**config.mk**
```make
export PLATFORM = sky130hd
export DESIGN_NAME = pipe_hazard_ctrl_flat
export DESIGN_NICKNAME = d
export VERILOG_FILES = /design/src/rtl/pipe_hazard_ctrl_if.sv /design/src/rtl/pipe_hazard_ctrl.sv /design/src/flat_wrapper.sv
export SDC_FILE = /design/constraint.sdc
export NUM_CORES = 1
export LEC_CHECK = 0
export ABC_AREA = 1
export CAP_MARGIN = 10
export CORE_MARGIN = 1
export CORE_UTILIZATION = 41
export DETAILED_ROUTE_END_ITERATION = 8
export PLACE_DENSITY_LB_ADDON = 0.25
export SLEW_MARGIN = 20
export SYNTH_ARGS = -nofsm -noshare
export SYNTH_HDL_FRONTEND = slang
export SYNTH_SLANG_ARGS = --single-unit
```
**constraint.sdc**
```tcl
create_clock -name clk -period 2 [get_ports clk]
set_input_delay 0.3 -clock clk [delete_from_list [all_inputs] [get_ports clk]]
set_output_delay 0.3 -clock clk [all_outputs]
set_load 0.05 [all_outputs]
```
**src/rtl/pipe_hazard_ctrl_if.sv**
```systemverilog
// Pipeline hazard controller bus: decode/execute/memory stage fields in,
// freeze/flush/forward controls and event counters out.
interface pipe_hazard_ctrl_if #(
  parameter int RA_W  = 4,
  parameter int ST_W  = 4,
  parameter int CNT_W = 16
);
  logic             id_valid;
  logic [RA_W-1:0]  id_src1;
  logic [RA_W-1:0]  id_src2;
  logic             id_use_src2;
  logic             ex_valid;
  logic             ex_wb_en;
  logic             ex_mem_read;
  logic [RA_W-1:0]  ex_dest;
  logic             mem_wb_en;
  logic [RA_W-1:0]  mem_dest;
  logic             branch_taken;
  logic             ex_s;
  logic [ST_W-1:0]  ex_status;
  logic             freeze;
  logic             flush;
  logic [1:0]       fwd_sel1;
  logic [1:0]       fwd_sel2;
  logic [ST_W-1:0]  status;
  logic [1:0]       state;
  logic [CNT_W-1:0] stall_cnt;
  logic [CNT_W-1:0] flush_cnt;

  // Pipeline side: presents stage information, consumes controls.
  modport master (
    output id_valid, id_src1, id_src2, id_use_src2,
    output ex_valid, ex_wb_en, ex_mem_read, ex_dest,
    output mem_wb_en, mem_dest, branch_taken, ex_s, ex_status,
    input  freeze, flush, fwd_sel1, fwd_sel2,
    input  status, state, stall_cnt, flush_cnt
  );

  // Controller side.
  modport slave (
    input  id_valid, id_src1, id_src2, id_use_src2,
    input  ex_valid, ex_wb_en, ex_mem_read, ex_dest,
    input  mem_wb_en, mem_dest, branch_taken, ex_s, ex_status,
    output freeze, flush, fwd_sel1, fwd_sel2,
    output status, state, stall_cnt, flush_cnt
  );
endinterface

```
**src/rtl/pipe_hazard_ctrl.sv**
```systemverilog
// Hazard controller for a short in-order pipeline: detects read-after-write
// hazards at decode, optionally selects operand forwarding, stretches branch
// flushes, latches the condition flags and counts stall/flush events.
module pipe_hazard_ctrl #(
  parameter int RA_W      = 4,
  parameter int ST_W      = 4,
  parameter int FWD_EN    = 0,
  parameter int FLUSH_CYC = 1,
  parameter int CNT_W     = 16
) (
  input  logic              clk,
  input  logic              rst,
  pipe_hazard_ctrl_if.slave bus
);

  typedef enum logic [1:0] {
    RUN   = 2'b00,
    STALL = 2'b01,
    FLUSH = 2'b10
  } state_t;

  // Flush cycles remaining after the branch cycle itself.
  localparam logic [2:0] FCNT_LOAD = 3'(FLUSH_CYC - 1);

  state_t           state_q;
  logic [2:0]       fcnt_q;
  logic [ST_W-1:0]  status_q;
  logic [CNT_W-1:0] stall_cnt_q;
  logic [CNT_W-1:0] flush_cnt_q;

  logic [RA_W-1:0]  src1;
  logic [RA_W-1:0]  src2;
  logic [RA_W-1:0]  ex_dest;
  logic [RA_W-1:0]  mem_dest;
  logic             hit_ex1;
  logic             hit_ex2;
  logic             hit_mem1;
  logic             hit_mem2;
  logic             hazard;
  logic             flush_raw;
  logic             freeze;
  logic             flush;
  logic [1:0]       fwd_sel1;
  logic [1:0]       fwd_sel2;

  function automatic logic [CNT_W-1:0] sat_inc(input logic [CNT_W-1:0] v);
    return (&v) ? v : v + CNT_W'(1);
  endfunction

  // Youngest producer wins: EXE result is newer than MEM result.
  function automatic logic [1:0] fwd_pick(input logic he, input logic hm);
    if (he)      return 2'b01;
    else if (hm) return 2'b10;
    return 2'b00;
  endfunction

  assign src1     = bus.id_src1;
  assign src2     = bus.id_src2;
  assign ex_dest  = bus.ex_dest;
  assign mem_dest = bus.mem_dest;

  // Register-match terms, src2 only counts when the instruction reads it.
  always_comb begin
    hit_ex1  = bus.ex_wb_en  && (ex_dest  == src1);
    hit_mem1 = bus.mem_wb_en && (mem_dest == src1);
    hit_ex2  = bus.id_use_src2 && bus.ex_wb_en  && (ex_dest  == src2);
    hit_mem2 = bus.id_use_src2 && bus.mem_wb_en && (mem_dest == src2);
  end

  // Hazard and forward selection; with forwarding only a load result still
  // in EXE cannot be bypassed.
  always_comb begin
    hazard   = 1'b0;
    fwd_sel1 = 2'b00;
    fwd_sel2 = 2'b00;
    if (FWD_EN != 0) begin
      hazard   = bus.id_valid && bus.ex_mem_read && (hit_ex1 || hit_ex2);
      fwd_sel1 = fwd_pick(hit_ex1, hit_mem1);
      fwd_sel2 = fwd_pick(hit_ex2, hit_mem2);
    end else begin
      hazard   = bus.id_valid && (hit_ex1 || hit_mem1 || hit_ex2 || hit_mem2);
    end
  end

  // Branch beats hazard; reset masks both controls immediately.
  always_comb begin
    flush_raw = bus.branch_taken || (state_q == FLUSH);
    flush     = rst && flush_raw;
    freeze    = rst && hazard && !flush_raw;
  end

  // Control FSM with flush stretch counter.
  always_ff @(posedge clk) begin
    if (!rst) begin
      state_q <= RUN;
      fcnt_q  <= 3'd0;
    end else if (bus.branch_taken) begin
      if (FLUSH_CYC > 1) begin
        state_q <= FLUSH;
        fcnt_q  <= FCNT_LOAD;
      end else begin
        state_q <= RUN;
        fcnt_q  <= 3'd0;
      end
    end else begin
      case (state_q)
        FLUSH: begin
          if (fcnt_q > 3'd1) begin
            fcnt_q <= fcnt_q - 3'd1;
          end else begin
            state_q <= RUN;
            fcnt_q  <= 3'd0;
          end
        end
        STALL: begin
          if (!hazard) state_q <= RUN;
        end
        default: begin
          if (hazard) state_q <= STALL;
          else        state_q <= RUN;
        end
      endcase
    end
  end

  // Condition flags follow S-bit instructions leaving EXE.
  always_ff @(posedge clk) begin
    if (!rst) begin
      status_q <= '0;
    end else if (bus.ex_valid && bus.ex_s) begin
      status_q <= bus.ex_status;
    end
  end

  // Saturating stall/flush event counters.
  always_ff @(posedge clk) begin
    if (!rst) begin
      stall_cnt_q <= '0;
      flush_cnt_q <= '0;
    end else begin
      if (freeze)           stall_cnt_q <= sat_inc(stall_cnt_q);
      if (bus.branch_taken) flush_cnt_q <= sat_inc(flush_cnt_q);
    end
  end

  assign bus.freeze    = freeze;
  assign bus.flush     = flush;
  assign bus.fwd_sel1  = fwd_sel1;
  assign bus.fwd_sel2  = fwd_sel2;
  assign bus.status    = status_q;
  assign bus.state     = state_q;
  assign bus.stall_cnt = stall_cnt_q;
  assign bus.flush_cnt = flush_cnt_q;

endmodule

```
**src/flat_wrapper.sv**
```systemverilog
// flat-port wrapper written by rule: the top's interface ports become plain ports
module pipe_hazard_ctrl_flat 
#(
  parameter int RA_W      = 4,
  parameter int ST_W      = 4,
  parameter int FWD_EN    = 0,
  parameter int FLUSH_CYC = 1,
  parameter int CNT_W     = 16
)
  (clk, rst, bus_id_valid, bus_id_src1, bus_id_src2, bus_id_use_src2, bus_ex_valid, bus_ex_wb_en, bus_ex_mem_read, bus_ex_dest, bus_mem_wb_en, bus_mem_dest, bus_branch_taken, bus_ex_s, bus_ex_status, bus_freeze, bus_flush, bus_fwd_sel1, bus_fwd_sel2, bus_status, bus_state, bus_stall_cnt, bus_flush_cnt);
  pipe_hazard_ctrl_if #(.RA_W(RA_W), .ST_W(ST_W), .CNT_W(CNT_W)) bus_i ();
  input  logic clk;
  input  logic rst;
  input wire logic [$bits(bus_i.id_valid)-1:0] bus_id_valid;
  input wire logic [$bits(bus_i.id_src1)-1:0] bus_id_src1;
  input wire logic [$bits(bus_i.id_src2)-1:0] bus_id_src2;
  input wire logic [$bits(bus_i.id_use_src2)-1:0] bus_id_use_src2;
  input wire logic [$bits(bus_i.ex_valid)-1:0] bus_ex_valid;
  input wire logic [$bits(bus_i.ex_wb_en)-1:0] bus_ex_wb_en;
  input wire logic [$bits(bus_i.ex_mem_read)-1:0] bus_ex_mem_read;
  input wire logic [$bits(bus_i.ex_dest)-1:0] bus_ex_dest;
  input wire logic [$bits(bus_i.mem_wb_en)-1:0] bus_mem_wb_en;
  input wire logic [$bits(bus_i.mem_dest)-1:0] bus_mem_dest;
  input wire logic [$bits(bus_i.branch_taken)-1:0] bus_branch_taken;
  input wire logic [$bits(bus_i.ex_s)-1:0] bus_ex_s;
  input wire logic [$bits(bus_i.ex_status)-1:0] bus_ex_status;
  output wire logic [$bits(bus_i.freeze)-1:0] bus_freeze;
  output wire logic [$bits(bus_i.flush)-1:0] bus_flush;
  output wire logic [$bits(bus_i.fwd_sel1)-1:0] bus_fwd_sel1;
  output wire logic [$bits(bus_i.fwd_sel2)-1:0] bus_fwd_sel2;
  output wire logic [$bits(bus_i.status)-1:0] bus_status;
  output wire logic [$bits(bus_i.state)-1:0] bus_state;
  output wire logic [$bits(bus_i.stall_cnt)-1:0] bus_stall_cnt;
  output wire logic [$bits(bus_i.flush_cnt)-1:0] bus_flush_cnt;
  assign bus_i.id_valid = bus_id_valid;
  assign bus_i.id_src1 = bus_id_src1;
  assign bus_i.id_src2 = bus_id_src2;
  assign bus_i.id_use_src2 = bus_id_use_src2;
  assign bus_i.ex_valid = bus_ex_valid;
  assign bus_i.ex_wb_en = bus_ex_wb_en;
  assign bus_i.ex_mem_read = bus_ex_mem_read;
  assign bus_i.ex_dest = bus_ex_dest;
  assign bus_i.mem_wb_en = bus_mem_wb_en;
  assign bus_i.mem_dest = bus_mem_dest;
  assign bus_i.branch_taken = bus_branch_taken;
  assign bus_i.ex_s = bus_ex_s;
  assign bus_i.ex_status = bus_ex_status;
  assign bus_freeze = bus_i.freeze;
  assign bus_flush = bus_i.flush;
  assign bus_fwd_sel1 = bus_i.fwd_sel1;
  assign bus_fwd_sel2 = bus_i.fwd_sel2;
  assign bus_status = bus_i.status;
  assign bus_state = bus_i.state;
  assign bus_stall_cnt = bus_i.stall_cnt;
  assign bus_flush_cnt = bus_i.flush_cnt;
  pipe_hazard_ctrl #(.RA_W(RA_W), .ST_W(ST_W), .FWD_EN(FWD_EN), .FLUSH_CYC(FLUSH_CYC), .CNT_W(CNT_W)) u_core (.clk(clk), .rst(rst), .bus(bus_i));
endmodule
```
==> summary.md <==
| Metric | Value |
|---|---|
| Status | `completed` |
| Initial antenna violation count | `0` |
| DP HPWL | `4.09 mm` |
| Area grow syn2layout | `40.4%` |
| Initial Utilization | `43.9%` |
| Synth cell types | `32` |
| Tmin final | `1910 ps` |
| H-tree Lvls | `2` |
| GRT Total Usage | `19.1%` |
| # rows | `26` |
| Vias per cell | `4.89` |
| Fillers | `498` |
| Clock Skews | `8.14 ps` |
| Async S/R FF share, synth | `0%` |
| Clock buffer depth | `2` |
| CP endpoint kind | `output port` |
| DR vias | `2439` |
| CTS Buf Count | `5` |
| IO Count | `74` |
| Yosys warnings | `0` |
| WP buf/inv | `3` |
| Seq/Total Area, Yosys | `32.2%` |
| Adder-cell share of the synthesized area | `1.09%` |
| Largest net degree at the start of global routing | `21` |
| Setup_tns | `0 ps` |
| First-pass GRT wire length | `9.29 mm` |
| CP delay by family, top | `buffers and inverters` |
| Crit start category | `input port` |
| Worst Hold Slack | `483 ps` |
| Pwr Total | `1720 uW` |
| Max incr delay on CP | `500 ps` |
| Max Cap Viol | `0` |
| CP Data Required Time | `1700 ps` |
| Post-synthesis register bit count | `37` |
| Final Setup Violations | `0` |
| Clock Sinks | `37` |
| Critical path's slowest cell | `clkdlybuf4s50_1` |
| NumNets Final | `460` |
| Core area | `5240 um^2` |
| GRT overflow | `0` |
| Max FO, Critical Path | `3` |
| Slew Viols, Final | `0` |
| Worst-Skew Late Latency | `300 ps` |
| Synth Area in Simple Gates | `37.9%` |
| CTS Root Cell | `clkbuf_8` |
| Area share of the largest cell type after synthesis | `32.2%` |
| Hold Violations, Final | `0` |
| Average size of a mapped cell | `6.48 um^2` |
| Vias in the first global route | `2157` |
| Critical setup path kind | `in -> out` |
| Critical Path Most Common Cell | `nand2_1` |
| Die Y | `76.9 um` |
| Drt pass-1 iters | `4` |
| Post-synth EDFFs | `0` |
| Antenna viol nets, final | `0` |
| Top-count cell post-synth | `nand2_1` |
| GP Congestion | `0.901` |
| I/O Buffers | `67` |
| Max Clock Freq | `523 MHz` |
| Number of DRC markers in iteration 0 | `112` |
| CTS tree | `yes` |
| Leakage power of the design | `0.00139 uW` |
| Most frequent cells after synthesis | `97 x nand2_1, 41 x nor2_1, 38 x inv_1` |
| Synth Cell Area | `2300 um^2` |
| DRC | `0` |
| Compound-Gate Fraction of Synth Area | `10.2%` |
| Share of cells above drive strength 1 | `9.32%` |
| Hold Crit Class | `reg -> reg` |
| Worst path arrival time | `1610 ps` |
| Cells after Synth | `355` |
| Wire length per cell | `10.9 um` |
| Multiplexer share of the synthesized area | `0%` |
| Die W | `76.9 um` |
| Post-synthesis xor/xnor area fraction | `7.62%` |
| Leading area contributor after synthesis | `dfxtp_1` |
| Main synth FF type | `dfxtp_1` |
| Slew headroom | `65.7%` |
| Synth top area cells | `dfxtp_1 32%, nand2_1 16%, nor2_1 6.7%` |
| PwrDens | `532 nW/um^2` |
| Finished Cell Area | `3230 um^2` |
| Fin crit share | `95.6%` |
| Total Wirelength | `5.45 mm` |
| Slew @ Worst Pin | `513 ps` |
| Post-DP Area | `3060 um^2` |
| Main combinational cell family by area after synthesis | `simple AND/OR/NAND/NOR gates` |
| Worst-path clk slew | `70 ps` |
| DIE AREA | `5910 um^2` |
| Worst vdd ir | `0.284 mV` |
| Crit-path cells | `clkdlybuf4s50_1, inv_1, nand2_1, nand2_1, nor2_1, nand2_1, nand2_1, nand2_2, a21boi_2, buf_12` |
| Ant. Diodes | `0` |
| Finished Core Util | `61.6%` |
[where the power goes]
group	switching, uW	leakage, uW	internal [uW]
logic	159	0.00103	111
registers	7.34	0.000300	746
clock network	287	0.0000574	406
total	453	0.00139	1260
[metrics by stage]
stage / instances / worst slack, ps
floorplan: 359 / 16.3
global placement: 488 / -9.38
detailed placement: 488 / -32.2
CTS: 496 / 25.1
global route: 499 / -5.71
finish: 499 / 88.0
[worst paths after layout]
check                                       startpoint                                    end  slack [ps]  cells after the start
hold reg to reg   u_core.bus.flush_cnt[4]$_SDFFE_PN0P_   u_core.bus.flush_cnt[4]$_SDFFE_PN0P_         480                      2
setup / recovery                        bus_id_src1[2]                             bus_freeze          90                     10
setup reg to reg  u_core.bus.stall_cnt[0]$_SDFFE_PN0P_  u_core.bus.stall_cnt[13]$_SDFFE_PN0P_         220                      9
hold / removal    u_core.bus.flush_cnt[4]$_SDFFE_PN0P_   u_core.bus.flush_cnt[4]$_SDFFE_PN0P_         480                      2
[cell usage in the layout, fill, tap and decap left out]
cell type	synthesis	final
a21oi_2	1	1
nor3_2	1	1
a31oi_1	1	1
conb_1	1	5
nor2_4	2	2
ha_1	2	2
nor3_4	1	1
buf_4	5	9
nand2_1	97	95
nor2_1	41	41
nor2_2	1	1
nor3_1	4	4
a21oi_1	25	25
nand3_1	18	18
xnor2_1	7	7
bufinv_16	0	1
a21boi_2	0	1
o21ai_0	8	8
xor2_1	13	13
clkbuf_8	0	6
nand2_2	2	4
nor3b_1	1	1
buf_12	0	2
dfxtp_1	37	35
clkdlybuf4s50_1	0	57
inv_2	6	6
a21boi_1	2	1
o21ai_1	8	8
nand3b_1	1	1
dfxtp_2	0	2
inv_1	38	38
nand3_4	1	1
nand2_4	1	1
clkinvlp_4	0	1
dlymetal6s2s_1	0	8
nand4_1	21	21
[state kept, by name (all words and copies together), names as in the netlist]
| name | cells |
|---|---|
| u_core.bus.flush_cnt | 16 |
| u_core.bus.stall_cnt | 16 |
| u_core.bus.status | 4 |
| u_core.bus.state | 1 |
[worst register-to-register path: cells and delay by family, from the launching register on]
family | cells | cell delay [ps]
DFF | 1 | 380
AOI/OAI and AO/OA | 1 | 130
and+or+nand+nor | 7 | 1000
adders and majority gates | 1 | 200
[per-layer routing]
layer / vias up / global-route usage, % / wire length (um) / part of all wire [%]
met5: - / 0 / 0 / 0
li1: 1282 / - / - / -
met4: 0 / 6.73 / 80 / 1.5
met3: 10 / 3.33 / 225 / 4.1
met1: 1088 / 23.3 / 2450 / 45
met2: 59 / 33.6 / 2690 / 49
[kinds of logic after synthesis]
group | count (synthesis)
DFF | 37
AOI/OAI and AO/OA | 45
adders and majority gates | 2
buffers and inverters | 58
other | 1
xor gates and xnor gates | 20
and+or+nand+nor | 192
[layout make-up]
class                           instances  area (um^2)  area share, %
Multi-Input combinational cell        264         1330           41.3
Inverter                               44          165           5.12
Clock buffer                            6         82.6           2.56
Clock inverter                          2         37.5           1.16
Tap cell                               70         87.6           2.71
Sequential cell                        37          743           23.0
Timing Repair Buffer                   76          778           24.1
[timing repair]
item | in CTS | in global routing
gates resized for setup | 1 | 10
endpoints found under the setup margin | 1 | 1
hold buffers | 0 | 0
setup buffers | 0 | 3
pin swaps | 0 | 6
cloned | 0 | 0
(Power assumes the default switching activity.)
